<file path="config.mk">
export PLATFORM = sky130hd
export DESIGN_NAME = regfile_dump_reader
export DESIGN_NICKNAME = d
export VERILOG_FILES = /design/src/rtl/mips_dbg_pkg.sv /design/src/rtl/word_byte_ser.sv /design/src/rtl/regfile_dump_reader.sv
export SDC_FILE = /design/constraint.sdc
export NUM_CORES = 1
export LEC_CHECK = 0
export ABC_AREA = 1
export BUFFER_PORTS_ARGS = -buffer_cell sky130_fd_sc_hd__buf_2
export CAP_MARGIN = 20
export CORE_AREA = 2 2 64 66
export CTS_CLUSTER_DIAMETER = 50
export DETAILED_ROUTE_END_ITERATION = 16
export DIE_AREA = 0 0 66 68
export GPL_TIMING_DRIVEN = 0
export PLACE_DENSITY = 0.81
export SETUP_SLACK_MARGIN = 0.05
export SLEW_MARGIN = 0
export SYNTH_ARGS = -nofsm -noshare
export SYNTH_HDL_FRONTEND = slang
export SYNTH_SLANG_ARGS = --single-unit
</file>
<file path="constraint.sdc">
create_clock -name clk -period 1.7 [get_ports clk]
set_input_delay 0.17 -clock clk [delete_from_list [all_inputs] [get_ports clk]]
set_output_delay 0.17 -clock clk [all_outputs]
set_load 0.05 [all_outputs]
</file>
<file path="src/rtl/mips_dbg_pkg.sv">
// Shared widths, FSM encodings and byte-select helper for the regfile debug dump reader.
package mips_dbg_pkg;

    localparam int REG_ADDR_W = 5;
    localparam int WORD_W     = 32;
    localparam int BYTE_W     = 8;

    localparam logic [1:0] ST_IDLE = 2'd0;
    localparam logic [1:0] ST_ADDR = 2'd1;
    localparam logic [1:0] ST_SEND = 2'd2;
    localparam logic [1:0] ST_DONE = 2'd3;

    // idx counts bytes in stream order; msb_first decides which end of the word goes out first.
    function automatic logic [BYTE_W-1:0] select_byte(input logic [WORD_W-1:0] w,
                                                      input logic [1:0]        idx,
                                                      input logic              msb_first);
        logic [1:0]        pos;
        logic [BYTE_W-1:0] b;
        pos = msb_first ? (2'd3 - idx) : idx;
        case (pos)
            2'd0:    b = w[7:0];
            2'd1:    b = w[15:8];
            2'd2:    b = w[23:16];
            default: b = w[31:24];
        endcase
        return b;
    endfunction

endpackage

</file>
<file path="src/rtl/word_byte_ser.sv">
// Holds one captured register word and presents it a byte at a time.
module word_byte_ser
    import mips_dbg_pkg::*;
#(
    parameter logic MSB_FIRST = 1'b1
) (
    input  logic              clk,
    input  logic              rst,
    input  logic              load,
    input  logic [WORD_W-1:0] word,
    input  logic              advance,
    output logic [BYTE_W-1:0] byte_data,
    output logic              last_byte
);

    logic [WORD_W-1:0] word_q;
    logic [1:0]        byte_idx;

    // A load always restarts at byte 0, so a new register never inherits a stale index.
    always_ff @(posedge clk) begin
        if (rst) begin
            word_q   <= '0;
            byte_idx <= '0;
        end else if (load) begin
            word_q   <= word;
            byte_idx <= '0;
        end else if (advance) begin
            byte_idx <= byte_idx + 2'd1;
        end
    end

    assign byte_data = select_byte(word_q, byte_idx, MSB_FIRST);
    assign last_byte = (byte_idx == 2'd3);

endmodule

</file>
<file path="src/rtl/regfile_dump_reader.sv">
// Walks FIRST_REG..LAST_REG on the regfile debug port and streams each word as four bytes.
module regfile_dump_reader
    import mips_dbg_pkg::*;
#(
    parameter int   FIRST_REG = 0,
    parameter int   LAST_REG  = 31,
    parameter logic MSB_FIRST = 1'b1
) (
    input  logic                  clk,
    input  logic                  rst,
    input  logic                  start,
    output logic [REG_ADDR_W-1:0] dbg_addr,
    input  logic [WORD_W-1:0]     dbg_data,
    output logic                  m_valid,
    input  logic                  m_ready,
    output logic [BYTE_W-1:0]     m_data,
    output logic [REG_ADDR_W-1:0] m_index,
    output logic                  m_last,
    output logic                  busy,
    output logic                  done,
    output logic [1:0]            fsm_state
);

    localparam logic [REG_ADDR_W-1:0] FIRST_A = REG_ADDR_W'(FIRST_REG);
    localparam logic [REG_ADDR_W-1:0] LAST_A  = REG_ADDR_W'(LAST_REG);

    logic [1:0]        state;
    logic              load;
    logic              xfer;
    logic              last_byte;
    logic [BYTE_W-1:0] ser_byte;
    logic [WORD_W-1:0] cap_word;

    // Handshake: a byte moves on a posedge where m_valid & m_ready; while m_valid & !m_ready
    // the byte, its index and the captured word are held; m_ready is ignored when m_valid=0.
    assign m_valid = (state == ST_SEND);
    assign xfer    = m_valid & m_ready;
    assign load    = (state == ST_ADDR);

    // The debug port does not mask r0, so it is zeroed here.
    assign cap_word = (dbg_addr == '0) ? '0 : dbg_data;

    word_byte_ser #(
        .MSB_FIRST (MSB_FIRST)
    ) u_ser (
        .clk       (clk),
        .rst       (rst),
        .load      (load),
        .word      (cap_word),
        .advance   (xfer),
        .byte_data (ser_byte),
        .last_byte (last_byte)
    );

    always_ff @(posedge clk) begin
        if (rst) begin
            state    <= ST_IDLE;
            dbg_addr <= FIRST_A;
        end else begin
            case (state)
                ST_IDLE: begin
                    if (start) begin
                        state    <= ST_ADDR;
                        dbg_addr <= FIRST_A;
                    end
                end
                ST_ADDR: state <= ST_SEND;
                ST_SEND: begin
                    // LAST_REG terminates the walk, so the 5-bit address never wraps.
                    if (xfer && last_byte) begin
                        if (dbg_addr == LAST_A) begin
                            state <= ST_DONE;
                        end else begin
                            dbg_addr <= dbg_addr + 1'b1;
                            state    <= ST_ADDR;
                        end
                    end
                end
                ST_DONE: begin
                    state    <= ST_IDLE;
                    dbg_addr <= FIRST_A;
                end
                default: state <= ST_IDLE;
            endcase
        end
    end

    assign m_data    = m_valid ? ser_byte : '0;
    assign m_index   = m_valid ? dbg_addr : '0;
    assign m_last    = m_valid & last_byte & (dbg_addr == LAST_A);
    assign busy      = (state != ST_IDLE);
    assign done      = (state == ST_DONE);
    assign fsm_state = state;

endmodule

</file>
==> metrics.md, run 1 <==
| Metric | Value |
|---|---|
| Clock buffer count from CTS | `5` |
| Metal3 WL | `340 µm` |
| Cell area after synthesis | `between 1500 and 2000 µm²` |
| # diodes | `0` |
| WL met2 | `between 2000 and 3000 µm` |
| Leakage | `between 1 and 1.5 nW` |
| Pin count of the biggest net entering global routing | `14` |
| CTS Sinks | `slightly above 40` |
| Actual slew at the worst max-slew pin | `around 0.46 ns` |
| Final core utilization | `75.76%` |
| Multi-input gate area | `approximately 1100 µm²` |
| Power share of the clock group | `a little over a third` |
| Max clock buf depth | `2` |
| Most frequent cells in the layout | `57 x nand2_1, 51 x buf_2, 41 x o21ai_1` |
| Worst path required time | `1.53 ns` |
| Worst rel slew slack | `between 60% and 70%` |
| Layout Nets | `around 380` |
| Final period util | `between 90% and 100%` |
| Placed cell areas | `around 2400 µm²` |
| DR DRC count | `0` |
| Synth Register Bits | `41` |
| RSZ-0062 raised after global routing | `true` |
| Vias | `approximately 2.0k` |
| CP Capture Type | `primary output` |
| CP cell instances | `inv_4 > nor2_4 > buf_6 > clkinvlp_4 > nor2_4 > buf_8` |
| Hold Path Stages | `2` |
| Outcome | `finished, final reports clean` |
| Syn_area_per_cell | `~7.1 µm²` |
| Most used cell along the critical path | `nor2_4` |
| Drt pass-1 iters | `4` |
| Clock transition at the registers of the reported paths | `0.08 ns` |
| Starting density of the core | `between 40 and 50%` |
| GRT overflow | `0` |
| Power Density | `835.1 nW/µm²` |
| Cells after Synth | `between 200 and 300` |
| Switching part of the total power | `30.25%` |
| Yosys cell types | `20` |
| Reg2reg start | `dbg_addr[0]` |
| Hold_buf cts | `0` |
| CTS tree | `yes` |
| Drt via density | `between 5 and 6` |
| Period minus WS final | `between 1.5 and 2 ns` |
| Sw power | `between 0.0007 and 0.0008 W` |
| Worst hold slack | `approximately 0.075 ns` |
| Sequential fraction of the synthesis area | `~44%` |
| CP startpoint kind | `flip-flop` |
| Sequential share of power | `41.1%` |
| DRT antenna net count | `0` |
| Reg2reg path depth | `9` |
| Post-synth EDFFs | `0` |
| Wirelength per Cell | `between 10 and 15 µm` |
| Die footprint | `approximately 4500 µm²` |
| Vias in the first global route | `1,925` |
| Initial antenna violation count | `0` |
| Crit path DAT | `approximately 1.5 ns` |
| Predominant post-synthesis flop cell | `dfxtp_1` |
| Clock latency on the worst-skew pair | `0.30 ns` |
| All-Layer GR Usage | `24.13%` |
| PortBufs | `59` |
| Critical-path top delay cell | `dfxtp_4` |
| Crit Path Category | `flip-flop to primary output` |
| Crit-path max FO | `5` |
| Final instance area | `slightly below 3000 µm²` |
| Async S/R FF share, synth | `0%` |
| # IOs | `60` |
| Commonest non-fill, non-tap cell in the layout | `nand2_1` |
| Area Growth Syn to Fin | `57.13%` |
| Logic pwr share | `23.0%` |
| Ys Warns | `0` |
| Cell-internal power | `between 0.0015 and 0.002 W` |
| Uppermost routed layer | `met4` |
| CP peak stage delay | `around 0.36 ns` |
| Area occupied by registers | `roughly 840 µm²` |
| Max Cap Viol | `0` |
| Share of cells above drive strength 1 | `between 40% and 50%` |
| Die width | `between 60 and 70 µm` |
| First-pass GRT wire length | `about 8200 µm` |
| Post-DP HPWL | `between 3000 and 4000 µm` |
| Fmax | `about 590 MHz` |
| Fin Clk Skew | `slightly below 0.009 ns` |
| Starting DRT DRC Count | `between 150 and 200` |
| R2R setup slack | `about 0.11 ns` |
| Setup violations, final | `0` |
| WHS Endpoint | `u_ser.word_q[14]` |
| Slew Limit Fails | `0` |
| Fin. Hold Viols | `0` |
| Placer Congestion | `between 0.7 and 0.8` |
| Total core area | `slightly below 4000 µm²` |
| Worst r2r dst | `dbg_addr[1]` |
| Final WL | `approximately 5300 µm` |
| Net Count, Synth | `around 310` |
| H-Tree Depth | `2` |
| Met1 wire length | `around 2100 µm` |
| Rows | `23` |
| Filler cells | `about 270` |
| CTS root buf | `clkbuf_8` |
| Die height | `68 µm` |
| VDD IR max | `about 600 µV` |
| HP Class | `input pin to flip-flop` |
| Hold Startpoint | `rst` |
==> logic make-up after synthesis <==
group | share of synthesized area [%]
and+or+nand+nor | 19.18
buffers and inverters | 12.65
DFF | 44.15
adders and majority gates | 4.710
AOI/OAI and AO/OA | 19.31
==> worst max-delay path: cells and delay by family (launching register included) <==
kind | cells | cell delay (ns)
buffers and inverters | 4 | 0.56
flip-flops | 1 | 0.36
AND/OR/NAND/NOR | 2 | 0.30
==> synthesized netlist by cell type, types with 3 or more instances <==
cell type,number,share of area (%)
nand2_1,59,12
inv_1,46,9.3
dfxtp_1,41,44
o21ai_1,37,10
o21ai_0,11,3.0
nand3_1,10,2.7
nor2_1,10,2.0
a21oi_1,9,2.4
a31oi_1,8,2.7
buf_2,8,2.2
ha_1,7,4.7
nand4_1,4,1.3
inv_2,3,0.61
==> sequential cells by signal, summed over array words and instances, names as in the netlist <==
| signal | flops |
|---|---|
| dbg_addr | 5 |
| fsm_state | 2 |
| u_ser.byte_idx | 2 |
| u_ser.word_q | 32 |
==> metal layers <==
| metal | GRT usage [%] | up-vias |
|---|---|---|
| met5 | 0 | - |
| met4 | 13.27 | 0 |
| met3 | 4.770 | 17 |
| met2 | 42.93 | 75 |
| met1 | 27.26 | 940 |
| li1 | - | 995 |
==> per-stage QoR <==
stage	setup WS [ns]	power, W	TNS, ns	instances
floorplan	0.05619	0.001316	0	262
global placement	-0.2410	0.001425	-1.499	371
detailed placement	-0.3744	0.001435	-1.940	371
CTS	0.02234	0.002403	0	387
global route	-0.04168	0.002525	-0.2386	390
finish	0.008734	0.002440	0	390
==> power groups by stage <==
stage | Combinational (W) | Clock (W) | Sequential [W]
global placement | 0.000401 | 0 | 0.00102
global route | 0.000595 | 0.000923 | 0.00101
detailed placement | 0.000410 | 0 | 0.00103
finish | 0.000560 | 0.000876 | 0.00100
CTS | 0.000526 | 0.000874 | 0.00100
floorplan | 0.000263 | 0 | 0.00105
==> area by class of cell <==
cell class                      count  area share [%]
Multi-Input combinational cell    161           38.46
Sequential cell                    41           28.78
Timing Repair Buffer               73           17.39
Inverter                           49           6.938
Clock buffer                        6           3.212
Tap cell                           50           2.141
Buffer                              8           1.884
Clock inverter                      2           1.199
==> worst max path at each step <==
stage,cells after the start,from,to,slack (ns)
after detailed placement,7,u_ser.byte_idx[0],m_data[5],-0.37
after CTS,6,fsm_state[1],m_index[3],0.02
after global routing,6,u_ser.byte_idx[1],m_data[2],-0.04
after floorplan,5,fsm_state[1],m_data[1],0.06
after global placement,7,u_ser.byte_idx[0],m_data[7],-0.24
final,6,fsm_state[1],m_index[4],0.009
==> what timing repair did <==
action                                  CTS  global route
cloned                                    1             0
buffers inserted                         10             3
endpoints found under the setup margin   14            47
pin swaps                                 5             5
gates resized for setup                  83            14
Power figures use the tool's default switching activity.
==> inputs of run 2 (changes only) <==
--- a/config.mk
+++ b/config.mk
@@ -13,6 +13,7 @@
 export DETAILED_ROUTE_END_ITERATION = 16
 export DIE_AREA = 0 0 66 68
 export GPL_TIMING_DRIVEN = 0
+export HOLD_SLACK_MARGIN = 0.12
 export PLACE_DENSITY = 0.81
 export SETUP_SLACK_MARGIN = 0.05
 export SLEW_MARGIN = 0
==> metrics.md, run 2 (synthesis results as in run 1) <==
| Metric | Value |
|---|---|
| CP startpoint kind | `flip-flop` |
| Fin. Hold Viols | `0 (unchanged)` |
| Failing checks | `setup timing` |
| Crit Path Category | `flip-flop to primary output` |
| First-pass GRT wire length | `8935 µm (+8.7%)` |
| VDD IR max | `613.9 µV (about the same)` |
| Period minus WS final | `1.704 ns (+0.01299 ns)` |
| Final period util | `100.3% (+0.76 points)` |
| Rows | `23 (unchanged)` |
| Drt via density | `5.279 (+1.6%)` |
| Crit path DAT | `1.53 ns (about the same)` |
| Biggest register | `u_ser.word_q` |
| Drt pass-1 iters | `6 (+2)` |
| Max reg flops | `32 (unchanged)` |
| Placer Congestion | `0.7713 (unchanged)` |
| CP Capture Type | `primary output` |
| Placed cell areas | `2389 µm² (unchanged)` |
| # IOs | `60 (unchanged)` |
| # diodes | `0 (unchanged)` |
| Clock latency on the worst-skew pair | `0.30 ns (about the same)` |
| H-Tree Depth | `2 (unchanged)` |
| Outcome | `finished, violations left` |
| Slew Limit Fails | `0 (unchanged)` |
| Setup violations, final | `2 (+2)` |
| Wirelength per Cell | `14.37 µm (+5.4%)` |
| Die width | `66 µm (unchanged)` |
| Max clock buf depth | `2 (unchanged)` |
| HP Class | `input pin to flip-flop` |
| Starting density of the core | `48.22% (unchanged)` |
| Leakage | `1.352 nW (+6.4%)` |
| Max Cap Viol | `0 (unchanged)` |
| Cell family with most CP delay | `buffers and inverters` |
| Most frequent cells in the layout | `57 x nand2_1, 50 x buf_2, 41 x o21ai_1` |
| GRT overflow | `0 (unchanged)` |
| Post-DP HPWL | `3404 µm (unchanged)` |
| Crit-path max FO | `5 (unchanged)` |
| DR DRC count | `0 (unchanged)` |
| All-Layer GR Usage | `26.44% (+2.3 points)` |
| Commonest non-fill, non-tap cell in the layout | `nand2_1` |
| CTS root buf | `clkbuf_8` |
| Area Growth Syn to Fin | `67.50%` |
| Filler cells | `235 (-14%)` |
| Total core area | `3856 µm² (unchanged)` |
| CP peak stage delay | `0.37 ns (about the same)` |
| Starting DRT DRC Count | `167 (-15%)` |
| Vias in the first global route | `2,055 (+6.8%)` |
| Worst path required time | `1.53 ns (about the same)` |
| Critical-path top delay cell | `dfxtp_4` |
| Layout Nets | `401 (+5.0%)` |
| Final instance area | `3114 µm² (+6.6%)` |
| Die height | `68 µm (unchanged)` |
| Initial antenna violation count | `0 (unchanged)` |
| Worst rel slew slack | `68.54% (-0.31 points)` |
| Clock buffer count from CTS | `5 (unchanged)` |
| PortBufs | `59 (unchanged)` |
| Clock transition at the registers of the reported paths | `0.08 ns (about the same)` |
| CTS tree | `yes` |
| CTS Sinks | `41 (unchanged)` |
| Vias | `2,159 (+6.5%)` |
| Pin count of the biggest net entering global routing | `14 (unchanged)` |
| Share of cells above drive strength 1 | `40.11% (-2.2 points)` |
| Die footprint | `4488 µm² (unchanged)` |
| Most used cell along the critical path | `nor2_4` |
| Power Total | `0.002484 W (+1.8%)` |
| DRT antenna net count | `0 (unchanged)` |
| Fmax | `586.8 MHz (-0.76%)` |
| Final setup margin | `-0.004261 ns (-0.01299 ns)` |
| CP cell instances | `inv_4 > nor2_4 > buf_6 > clkinvlp_4 > nor2_4 > buf_8` |
| RSZ-0062 raised after global routing | `true` |
| Fin Clk Skew | `0.009386 ns (+0.0006991 ns)` |
| Top flop regs | `u_ser.word_q (32), dbg_addr (5)` |
| Power Density | `797.7 nW/µm² (-4.5%)` |
| Worst Path Buf+Inv | `4 (unchanged)` |
| Actual slew at the worst max-slew pin | `0.4687 ns (+0.004689 ns)` |
| Final WL | `5876 µm (+11%)` |
[run 2: cell types whose count changed in the layout (fill, tap and decap cells not counted), sizes merged]
| cell | before | now |
|---|---|---|
| dlygate4sd3 | 0 | 19 |
| buf | 80 | 79 |
| clkbuf | 7 | 8 |
[run 2: final cells by class]
cell class	instances	area, µm²	share of cell area [%]
buffer	8	57.56	1.848
clock buffer	6	93.84	3.013
clock inverter	2	35.03	1.125
inverter	49	202.7	6.509
multi-input combinational	161	1124	36.08
sequential	41	840.8	27.00
tap	50	62.56	2.009
timing repair buffer	92	698.2	22.42
[run 2: path summary, 6_finish.rpt]
kind	slack (ns)	cells after the start	from	end
max	-0.004	6	fsm_state[1]	m_index[4]
min reg2reg	0.46	2	u_ser.word_q[1]	u_ser.word_q[1]
max reg2reg	0.08	9	dbg_addr[0]	dbg_addr[1]
min	0.12	3	dbg_data[21]	u_ser.word_q[21]
[run 2: layer usage]
layer / GRT usage [%] / up-vias / routed length [µm] / part of all wire (%)
met2: 48.23 / 103 / 3126 / 53
li1: - / 1029 / - / -
met1: 29.60 / 1007 / 2205 / 38
met4: 14.03 / 0 / 204 / 3.5
met5: 0 / - / 0 / 0
met3: 4.441 / 20 / 339 / 5.8
[run 2: metrics by stage]
stage	std cells	worst slack [ns]	hold slack (ns)	TNS, ns	util (%)
after CTS	406	0.02234	0.1202	0	78.91
after global routing	409	-0.03964	0.1328	-0.2462	80.76
after global placement	371	-0.2410	0.3774	-1.499	61.94
after floorplan	262	0.05619	0.2659	0	-
final	409	-0.004261	0.1168	-0.006410	80.76
after detailed placement	371	-0.3744	0.3751	-1.940	61.94
[run 2: report_power, final]
part           internal (W)  total (W)  switching, W
Combinational      0.000226   0.000600      0.000374
Clock              0.000524   0.000880      0.000355
Sequential         0.000981    0.00100     0.0000234
Total               0.00173    0.00248      0.000753
[run 2: repair_timing]
action | 4_1_cts | 5_1_grt
setup endpoints to repair | 14 | 47
cloned | 1 | 0
pin swaps | 5 | 5
hold endpoints to repair | 19 | 0
hold buffers | 19 | 0
resized for setup | 83 | 15
buffers inserted | 10 | 3
[run 2: tightest hold or removal path, stage by stage]
cell and delay, ns:
buf_2 0.10, inv_1 0.05, o21ai_1 0.06
